[config.mk]
export PLATFORM = sky130hd
export DESIGN_NAME = dcache_miss_ctrl
export DESIGN_NICKNAME = d
export VERILOG_FILES = /design/src/rtl/dcache_miss_ctrl.sv
export SDC_FILE = /design/constraint.sdc
export NUM_CORES = 1
export LEC_CHECK = 0
export CAP_MARGIN = 20
export CORE_ASPECT_RATIO = 1.2
export CORE_MARGIN = 2
export CORE_UTILIZATION = 40
export CTS_BUF_LIST = sky130_fd_sc_hd__clkbuf_8
export CTS_CLUSTER_DIAMETER = 50
export DETAILED_ROUTE_END_ITERATION = 16
export HOLD_SLACK_MARGIN = 0.06
export PLACE_DENSITY = 0.73
export SLEW_MARGIN = 20
export SYNTH_ARGS = -nofsm -noshare
export SYNTH_HDL_FRONTEND = slang
export SYNTH_SLANG_ARGS = --single-unit
[constraint.sdc]
create_clock -name clk -period 4.3 [get_ports clk]
set_clock_uncertainty 0.1 [all_clocks]
set_input_delay 1.075 -clock clk [delete_from_list [all_inputs] [get_ports clk]]
set_output_delay 1.075 -clock clk [all_outputs]
set_load 0.01 [all_outputs]
[src/rtl/dcache_miss_ctrl.sv]
// Data-cache miss sequencer: optional dirty-victim writeback, line refill from
// main memory, then a single cache write cycle, with the pipeline frozen throughout.
module dcache_miss_ctrl #(
  parameter int MEM_LATENCY = 4,
  parameter int CNT_W       = 16
) (
  input  logic             clk,
  input  logic             rst_b,
  input  logic             req_valid,
  input  logic [31:0]      req_addr,
  input  logic             cache_hit,
  input  logic             cache_dirty,
  input  logic [31:0]      victim_addr,
  output logic             lock,
  output logic [31:0]      mem_addr,
  output logic             mem_write_en,
  output logic             cache_we,
  output logic             cache_fill_sel,
  output logic             set_valid,
  output logic             set_dirty,
  output logic             busy,
  output logic [CNT_W-1:0] miss_count,
  output logic [CNT_W-1:0] wb_count
);

  typedef enum logic [1:0] {
    IDLE      = 2'd0,
    WRITEBACK = 2'd1,
    REFILL    = 2'd2,
    FILL      = 2'd3
  } state_t;

  localparam logic [7:0] LAT_INIT = 8'(MEM_LATENCY - 1);

  state_t      state_r;
  logic [7:0]  lat_cnt_r;
  logic [31:0] addr_q_r;
  logic        miss_s;
  logic        unused_addr_bits_s;

  // Counters stick at all-ones instead of wrapping.
  function automatic logic [CNT_W-1:0] sat_inc(input logic [CNT_W-1:0] val);
    if (&val) begin
      return val;
    end else begin
      return val + CNT_W'(1);
    end
  endfunction

  assign unused_addr_bits_s = ^{req_addr[1:0], victim_addr[1:0]};

  // Miss detection is only meaningful while idle; the freeze must start in the detect cycle.
  always_comb begin
    miss_s = 1'b0;
    if (state_r == IDLE) begin
      miss_s = req_valid & ~cache_hit;
    end else begin
      miss_s = 1'b0;
    end
    lock = busy | miss_s;
  end

  // Miss sequencer state, memory strobes, cache-write strobes and counters.
  always_ff @(posedge clk or posedge rst_b) begin
    if (rst_b) begin
      state_r        <= IDLE;
      lat_cnt_r      <= 8'd0;
      addr_q_r       <= 32'd0;
      mem_addr       <= 32'd0;
      mem_write_en   <= 1'b0;
      cache_we       <= 1'b0;
      cache_fill_sel <= 1'b0;
      set_valid      <= 1'b0;
      set_dirty      <= 1'b0;
      busy           <= 1'b0;
      miss_count     <= '0;
      wb_count       <= '0;
    end else begin
      case (state_r)
        IDLE: begin
          cache_we       <= 1'b0;
          cache_fill_sel <= 1'b0;
          set_valid      <= 1'b0;
          set_dirty      <= 1'b0;
          if (miss_s) begin
            addr_q_r   <= {req_addr[31:2], 2'b00};
            lat_cnt_r  <= LAT_INIT;
            miss_count <= sat_inc(miss_count);
            busy       <= 1'b1;
            if (cache_dirty) begin
              state_r      <= WRITEBACK;
              mem_addr     <= {victim_addr[31:2], 2'b00};
              mem_write_en <= 1'b1;
              wb_count     <= sat_inc(wb_count);
            end else begin
              state_r      <= REFILL;
              mem_addr     <= {req_addr[31:2], 2'b00};
              mem_write_en <= 1'b0;
            end
          end else begin
            state_r      <= IDLE;
            mem_write_en <= 1'b0;
            busy         <= 1'b0;
          end
        end

        WRITEBACK: begin
          if (lat_cnt_r == 8'd0) begin
            state_r      <= REFILL;
            mem_write_en <= 1'b0;
            mem_addr     <= addr_q_r;
            lat_cnt_r    <= LAT_INIT;
          end else begin
            lat_cnt_r    <= lat_cnt_r - 8'd1;
          end
        end

        REFILL: begin
          mem_write_en <= 1'b0;
          if (lat_cnt_r == 8'd0) begin
            state_r        <= FILL;
            cache_we       <= 1'b1;
            cache_fill_sel <= 1'b1;
            set_valid      <= 1'b1;
            set_dirty      <= 1'b0;
          end else begin
            lat_cnt_r      <= lat_cnt_r - 8'd1;
          end
        end

        FILL: begin
          state_r        <= IDLE;
          cache_we       <= 1'b0;
          cache_fill_sel <= 1'b0;
          set_valid      <= 1'b0;
          set_dirty      <= 1'b0;
          mem_write_en   <= 1'b0;
          busy           <= 1'b0;
        end

        default: begin
          state_r        <= IDLE;
          lat_cnt_r      <= 8'd0;
          cache_we       <= 1'b0;
          cache_fill_sel <= 1'b0;
          set_valid      <= 1'b0;
          set_dirty      <= 1'b0;
          mem_write_en   <= 1'b0;
          busy           <= 1'b0;
        end
      endcase
    end
  end

endmodule

==> reports/results.ini <==
[floorplan]
die_h_microns=132.7
core-area_sq_mm=0.01364
ios=140
die_area_sq_mm=0.01475
start_util_pct=40.44
core.rowCount=47
die_x_microns=111.2

[setup_path]
timing.rr.end=mem_addr[26]$_DFFE_PP0P_
arrival_ns=2.33
timing.rr.start=lat_cnt_r[0]$_DFFE_PP0P_
cp_num_buf_inv=2
crit_required_ns=3.12
crit_slowest_cell=clkdlybuf4s50_1
critPathKind=in2out
cp.depth=4
cpLargestDelayFamily=buffers and inverters
crit_path_start=cache_hit
critPathLaunchType=primary input
rrSetupSlack_ns=1.67
path_max_fanout=4
crit_path_end_kind=output pin
cp_common_cell=clkdlybuf4s50_1
critical-path-max-stage-delay_ns=0.53
r2r_cells=6
cp_cell_sequence=clkdlybuf4s50_1 -> nand3b_1 -> nand2b_1 -> clkdlybuf4s50_1

[global_routing]
antenna_found_initial=0
grt_pass1_wl_microns=22240
grt_pass1_vias=4448
grt_use_total_pct=18.18
grt_start_max_net_pins=61
grt_overflow=0

[detailed_routing]
routed_wl_microns=13230
avgViaCountPerCell=5.278
post_drt_wl_per_cell_microns=15.85
first_iter_violations=222
vias=4407
ant_nets=0
dr.pass1.iters=4
drc=0

[power_and_ir_drop]
swShare_pct=34.96
vdd_drop_max_v=0.0003076
power_frac_comb_pct=45.2
p_int_mw=2.605
p_clk_share_pct=15.0
finalPower_mw=4.005
seqPwrFrac_pct=39.8
p_leak_nw=3.106
power.switching_mw=1.400
power_density_mw_per_mm2=565.8

[finish]
design_area_sq_mm=0.007079
layoutNonFillerInstCount=835
areaGrowthSynthToFinish_pct=28.30
fin_util_pct=51.89
fin_nets=737
diodes=0
drive_gt1_share_pct=9.488

[clock_tree]
cts_tree=done
cts_sinks=105
cts_buffers=9
htree_levels=3
clk_latency_ns=0.37
ctsResizeCount=0
clk_pin_slew_ns=0.10
clockRootBuffer=clkbuf_8
cts-hold-fix-buffers=0
clock_path_buffers=2
post_cts_buffers=0

[min_path]
min_to=addr_q_r[18]$_DFFE_PP0P_
hp-class=reg2reg
worstHoldStart=addr_q_r[18]$_DFFE_PP0P_
worstHoldPathCells=2

[synth]
async_flop_share_pct=100.0
synth.cell_area_sq_mm=0.005518
synth_common_cells=136 x nand2_1, 105 x dfrtp_1, 39 x o21ai_0, 31 x mux2i_1, 30 x mux2_4
synth_seq_cells=105
synth_area_leader_cell=dfrtp_1
synth_cell_types=57
synthCells=540
yosysMostFrequentCell=nand2_1
synthFlopType=dfrtp_1
yosysTopAreaCellShare_pct=47.62
yosys-top-cells-area=dfrtp_1 48%, nand2_1 9.3%, mux2_4 8.2%, mux2i_1 5.6%, xnor2_1 4.0%
ys_warn_count=0
ys_seq_area_share_pct=47.62
avgSynthCellArea_sq_um=10.22
synth-edff-count=0

[flow_run]
cap_violations=0

[placed_design]
place_inst=820
post-dp-hpwl_microns=9320
dp_slack_ns=0.7935
routabilityCongestion=0.8440
port_buffers=132
placement.cell_area_sq_mm=0.006893

[timing]
relSlewSlack_pct=37.15
setup_violations=0
drv_slew=0
hold_violations=0
setup_tns_ns=0
hold_ws_ns=0.3827
fmax_mhz=285.3
period_needed_ns=3.505
worst_slew_pin_slew_ns=0.9427
rsz0062_at_grt=false
fin_ws_ns=0.7945
min_period_over_period_pct=81.52

[outcome]
run_status=finished, final reports clean

## power groups by stage
stage	Combinational (mW)	Clock, mW	Sequential (mW)
after floorplan	1.18	0	1.65
after global placement	1.78	0	1.59
after detailed placement	1.83	0	1.61
after CTS	1.84	0.621	1.59
after global routing	1.98	0.661	1.64
final	1.81	0.603	1.59
## worst register-to-register path: cells and delay by family, from the launching register on
kind                       cells  cell delay [ns]
DFF                            1             0.43
buffers and inverters          1             0.07
AOI/OAI and AO/OA              2             0.82
muxes                          1             0.39
and+or+nand+nor                1             0.53
adders and majority gates      1             0.17
## cells in the final DEF, fill, tap and decap left out, drive strengths merged, types with 3 or more instances in the layout
cell / instances
conb: 3
mux2i: 31
clkbuf: 9
dfrtp: 105
o211ai: 8
and3: 5
buf: 6
nand2: 136
xnor2: 25
o21ai: 41
a31oi: 3
mux2: 34
or4: 4
o31ai: 4
and4: 4
or3: 3
a21o: 3
nor2: 12
nand4: 13
a21oi: 10
a22oi: 4
clkdlybuf4s50: 131
inv: 14
ha: 8
nand3: 12
xor2: 3
nor3: 7
## registers in the layout, indices dropped and copies added (netlist names)
name and count:
mem_write_en 1, set_valid 1, lat_cnt_r 8, wb_count 16, state_r 2, miss_count 16, mem_addr 30, busy 1
addr_q_r 30
## layout make-up
class | instances | area, sq um
fill | 1235 | 6564
multi-input combinational | 395 | 2638
sequential | 105 | 2628
timing repair buffer | 137 | 1366
tap | 171 | 214.0
clock buffer | 9 | 123.9
clock inverter | 6 | 62.56
inverter | 12 | 47.55
## cells by family (layout without fill, tap and decap cells)
kind of cell	count (synthesis)	in the layout	share of synthesized area, %
other cells	1	3	0.06796
flops	105	105	47.62
xor+xnor	28	28	4.445
buf+inv	42	164	4.762
simple gates	209	209	17.32
mux	65	65	14.60
compound gates	82	82	9.366
fa+ha+maj	8	8	1.814
## layer usage
layer,track usage [%],vias up,part of all wire (%)
met5,0,-,0
met4,7.133,0,2.1
met3,3.115,20,4.7
met2,30.52,123,51
met1,23.51,2161,43
li1,-,2103,-
## worst max-delay path by stage
stage | slack (ns) | end
2_1_floorplan | 0.36 | addr_q_r[10]$_DFFE_PP0P_
3_3_place_gp | 0.80 | lock
3_5_place_dp | 0.79 | lock
4_1_cts | 0.78 | lock
5_1_grt | 0.71 | lock
6_report | 0.79 | lock
No activity file was read; power rests on OpenSTA's default activity.
